**src/rtl/dma_controller_channel_arbiter.sv**
```systemverilog
// Priority arbiter for DMA channels: highest priority wins, ties rotate round-robin
// from the last granted channel; a grant lasts until done or the channel is disabled.
module dma_controller_channel_arbiter #(
    parameter int CHANNELS_AMOUNT = 4,
    parameter int CH_IDX_W        = $clog2(CHANNELS_AMOUNT)
) (
    input  logic                           clk,
    input  logic                           rst,
    input  logic [CHANNELS_AMOUNT-1:0]     channel_en,
    input  logic [2*CHANNELS_AMOUNT-1:0]   channel_priority,
    input  logic [CHANNELS_AMOUNT-1:0]     req,
    input  logic                           done,
    output logic [CHANNELS_AMOUNT-1:0]     grant,
    output logic                           grant_valid,
    output logic [CH_IDX_W-1:0]            grant_idx,
    output logic                           abort
);

    typedef enum logic [1:0] {
        ST_IDLE    = 2'd0,
        ST_GRANT   = 2'd1,
        ST_RELEASE = 2'd2
    } state_t;

    state_t                       state_reg, state_next;
    logic [CHANNELS_AMOUNT-1:0]   grant_reg, grant_next;
    logic [CH_IDX_W-1:0]          grant_idx_reg, grant_idx_next;
    logic [CH_IDX_W-1:0]          last_idx_reg, last_idx_next;
    logic                         abort_reg, abort_next;

    logic [CHANNELS_AMOUNT-1:0]   eligible;
    logic [CHANNELS_AMOUNT-1:0]   top_prio;
    logic [1:0]                   prio [CHANNELS_AMOUNT];
    logic [1:0]                   max_prio;
    logic [CH_IDX_W:0]            pos;
    logic [CH_IDX_W-1:0]          winner_idx;
    logic                         winner_found;

    genvar gi;
    generate
        for (gi = 0; gi < CHANNELS_AMOUNT; gi++) begin : g_chan
            assign eligible[gi] = req[gi] & channel_en[gi];
            assign prio[gi]     = channel_priority[2*gi+1 : 2*gi];
            assign top_prio[gi] = eligible[gi] && (prio[gi] == max_prio);
        end
    endgenerate

    always_comb begin
        max_prio = 2'd0;
        for (int i = 0; i < CHANNELS_AMOUNT; i++) begin
            if (eligible[i] && (prio[i] > max_prio)) begin
                max_prio = prio[i];
            end
        end
    end

    // Scan tied channels starting just after the last granted one, wrapping around.
    always_comb begin
        pos          = '0;
        winner_idx   = '0;
        winner_found = 1'b0;
        for (int k = 0; k < CHANNELS_AMOUNT; k++) begin
            pos = {1'b0, last_idx_reg} + (CH_IDX_W+1)'(k + 1);
            if (pos >= (CH_IDX_W+1)'(CHANNELS_AMOUNT)) begin
                pos = pos - (CH_IDX_W+1)'(CHANNELS_AMOUNT);
            end
            if (!winner_found && top_prio[pos[CH_IDX_W-1:0]]) begin
                winner_found = 1'b1;
                winner_idx   = pos[CH_IDX_W-1:0];
            end
        end
    end

    always_ff @(posedge clk) begin
        if (rst) begin
            state_reg     <= ST_IDLE;
            grant_reg     <= '0;
            grant_idx_reg <= '0;
            last_idx_reg  <= CH_IDX_W'(CHANNELS_AMOUNT - 1);
            abort_reg     <= 1'b0;
        end else begin
            state_reg     <= state_next;
            grant_reg     <= grant_next;
            grant_idx_reg <= grant_idx_next;
            last_idx_reg  <= last_idx_next;
            abort_reg     <= abort_next;
        end
    end

    always_comb begin
        state_next     = state_reg;
        grant_next     = grant_reg;
        grant_idx_next = grant_idx_reg;
        last_idx_next  = last_idx_reg;
        abort_next     = 1'b0;
        case (state_reg)
            ST_IDLE: begin
                if (winner_found) begin
                    state_next             = ST_GRANT;
                    grant_next             = '0;
                    grant_next[winner_idx] = 1'b1;
                    grant_idx_next         = winner_idx;
                end
            end
            ST_GRANT: begin
                // done takes precedence over a simultaneous disable, so no abort then.
                if (done || !channel_en[grant_idx_reg]) begin
                    state_next     = ST_RELEASE;
                    grant_next     = '0;
                    grant_idx_next = '0;
                    last_idx_next  = grant_idx_reg;
                    abort_next     = !done;
                end
            end
            ST_RELEASE: begin
                state_next     = ST_IDLE;
                grant_next     = '0;
                grant_idx_next = '0;
            end
            default: begin
                state_next     = ST_IDLE;
                grant_next     = '0;
                grant_idx_next = '0;
            end
        endcase
    end

    assign grant       = grant_reg;
    assign grant_valid = |grant_reg;
    assign grant_idx   = grant_idx_reg;
    assign abort       = abort_reg;

endmodule

```
**config.mk**
```make
export PLATFORM = sky130hd
export DESIGN_NAME = dma_controller_channel_arbiter
export DESIGN_NICKNAME = d
export VERILOG_FILES = /design/src/rtl/dma_controller_channel_arbiter.sv
export SDC_FILE = /design/constraint.sdc
export NUM_CORES = 1
export LEC_CHECK = 0
export CORE_MARGIN = 3
export CORE_UTILIZATION = 55
export CTS_BUF_LIST = sky130_fd_sc_hd__clkbuf_2 sky130_fd_sc_hd__clkbuf_4 sky130_fd_sc_hd__clkbuf_8
export DETAILED_ROUTE_END_ITERATION = 10
export DONT_BUFFER_PORTS = 1
export HOLD_SLACK_MARGIN = 0.12
export PLACE_DENSITY = 0.73
export REMOVE_ABC_BUFFERS = 1
export SKIP_CTS_REPAIR_TIMING = 1
export SLEW_MARGIN = 30
export SYNTH_ARGS = -nofsm -noshare
export SYNTH_HDL_FRONTEND = slang
export SYNTH_SLANG_ARGS = --single-unit
```
**constraint.sdc**
```tcl
create_clock -name clk -period 5.1 [get_ports clk]
set_input_delay 0.51 -clock clk [delete_from_list [all_inputs] [get_ports clk]]
set_output_delay 0.51 -clock clk [all_outputs]
set_load 0.05 [all_outputs]
```
==> flow_summary.yaml <==
finish:
  drive_gt1_frac: 0.409
  largest_register_ffs: 4
  layout_commonest_cell: "buf_4"
  area_growth_pct: 42.6
  final_cell_mix: "buf_4, nand2_1, inv_1"
  finalNetCount: 202
  final_core_util: 0.836
  n_antenna_cell: 0
  n_fill_cell: 109
clock_network:
  cts_tree: "done"
  clk_pin_slew_ns: 0.06
  clock_path_buffers: 2
  numCtsBuffers: 3
  cts_root_buffer: "clkbuf_4"
  h-tree-depth: 1
  clkSinkCount: 11
  clock_latency_ns: 0.27
floorplan:
  std_cell_rows: 16
  start_util: 0.586
  ios: 27
  die_h_um: 52.0
  dieArea_um2: 2700
  design.core.area_um2: 1980
  die_w_um: 52.0
sta:
  setup_viol_count_final: 0
  rsz0062_at_grt: "true"
  period_share: 0.998
  finalCriticalPeriod_ns: 5.09
  slew_headroom: 0.585
  fin_skew_ns: 0.00143
  worst_pin_slew_ns: 0.622
  fmax_mhz: 196
  finalHoldViolations: 0
  final-max-slew-violation-count: 0
synthesis:
  synth_cells: 139
  synthArstFlopShare: 0
  ys_ff_latch: 11
  ys_seq_area_frac: 0.189
  synth.distinct_cells: 56
  dominantRegCellSynth: "dfxtp_1"
  synth.avg_cell_area_um2: 8.36
  yosys_warnings: 0
  synth_edf_count: 0
  syn-cell-area_um2: 1160
detailed_routing:
  drcViolationCount: 0
  drt-wirelength-per-cell_um: 18.7
  via_count: 1309
  viasPerCell: 6.45
  ant_nets: 0
  dr.pass1.iters: 4
  drtIter0Drc: 32
  routed_wl_um: 3790
pwr:
  seqPwrFrac: 0.305
  p_int_uw: 228
  pwr-share-comb: 0.529
  swShare: 0.405
  p_clk_frac: 0.166
  p_total_uw: 383
  peakVddDrop_mv: 0.250
  power.leakage_nw: 0.709
  switchingPower_uw: 155
  powerDensity_nw_per_um2: 231
setup_path:
  cp_slowest_cell: "o41a_1"
  crit_chain: "and3_4 > inv_4 > ha_4 > nand2b_4 > a211o_4 > a21oi_4 > ha_4 > nor2b_4 > o211a_1 > a211o_1 > nand2_2 > ha_4 > and2b_2 > o211ai_4 > mux2_4 > buf_6 > or2_4 > mux2_4 > a21oi_4 > nand2b_4 > o41a_1 > o22ai_1"
  critPathMostFrequentCell: "ha_4"
  path_class: "in2reg"
  crit_path_end_kind: "flip-flop"
  max_stage_delay_ns: 0.46
  cp_top_family: "compound AO/OA/AOI/OAI gates"
  path_buf_inv: 2
  critPathLaunchType: "input port"
  path_max_fanout: 5
  r2r_slack_ns: 2.89
  required_ns: 5.29
  worst_ep_arrival_time_ns: 5.28
grt:
  grt_start_max_net_pins: 8
  antenna_found_initial: 0
  grt_use_total: 0.249
  grt_pass1_vias: 1251
  gr-total-overflow: 0
  grt_pass1_wl_um: 5130
placement:
  dpl.hpwl_um: 2630
  io_buffers: 0
  gp_congestion: 0.881
min_path:
  holdCritPathClass: "in2reg"
flow_run:
  maxCapViolations: 0
run_status:
  status: "completed"
-- worst reg2reg max path: stages (launching register included) --
cell	delay [ns]
dfxtp_1	0.72
mux4_2	0.58
nor2b_1	0.16
nand2b_1	0.17
or2_2	0.32
nand2_1	0.08
nand3b_1	0.07
-- per-stage QoR --
| step | std cells | setup WS (ns) | hold WS (ns) | cell area, um2 | TNS [ns] |
|---|---|---|---|---|---|
| final | 203 | 0.00783 | 0.305 | 1660 | 0 |
| after global routing | 203 | -0.136 | 0.296 | 1660 | -0.473 |
| after CTS | 196 | -0.136 | 0.300 | 1420 | -0.363 |
| after detailed placement | 192 | -0.404 | 0.492 | 1390 | -1.98 |
| after global placement | 192 | -0.210 | 0.494 | 1390 | -0.842 |
| after floorplan | 137 | -0.183 | 0.470 | 1150 | -0.768 |
-- final timing paths --
kind | startpoint | endpoint | cells after the start
min | rst | state_reg[1]$_SDFFE_PP0P_ | 1
max | req[0] | grant[0]$_SDFFE_PP0P_ | 22
max reg2reg | grant_idx[1]$_SDFFE_PP0P_ | last_idx_reg[1]$_SDFFE_PP1P_ | 6
min reg2reg | last_idx_reg[0]$_SDFFE_PP1P_ | last_idx_reg[0]$_SDFFE_PP1P_ | 2
-- final cells by class --
type                            instances  area (um2)  area share
Timing Repair Buffer                   35         283       0.171
Sequential cell                        11         220       0.133
Multi-Input combinational cell        112        1040       0.625
Inverter                               14        55.1      0.0332
Clock buffer                            4        30.0      0.0181
Tap cell                               27        33.8      0.0204
-- cells in the mapped netlist, drive strengths merged, types with 4 or more instances --
library cell,count,area (um2)
o22ai,6,37.5
nor3,4,20.0
ha,6,75.1
nand2,16,60.1
inv,13,48.8
dfxtp,11,220
a21oi,5,32.5
nor2,9,33.8
-- cells by family after synthesis --
kind of cell,share of synthesized area
fa+ha+maj,0.0646
buf+inv,0.0581
mux,0.0387
flops,0.189
xor+xnor,0.0301
simple gates,0.239
compound gates,0.380
-- power by group through the flow --
stage	logic, mW	registers [mW]	clock network (mW)
4_1_cts	0.159	0.117	0.0655
2_1_floorplan	0.108	0.116	0
3_5_place_dp	0.157	0.119	0
3_3_place_gp	0.151	0.118	0
5_1_grt	0.216	0.118	0.0678
6_report	0.203	0.117	0.0636
-- layer usage --
metal / GRT usage / part of all wire / vias up
met1: 0.270 / 0.37 / 621
met2: 0.467 / 0.52 / 58
met4: 0.122 / 0.044 / 0
met3: 0.0315 / 0.065 / 21
met5: 0 / 0 / -
li1: - / - / 609
Note: power is estimated with default switching activity, not from simulation.
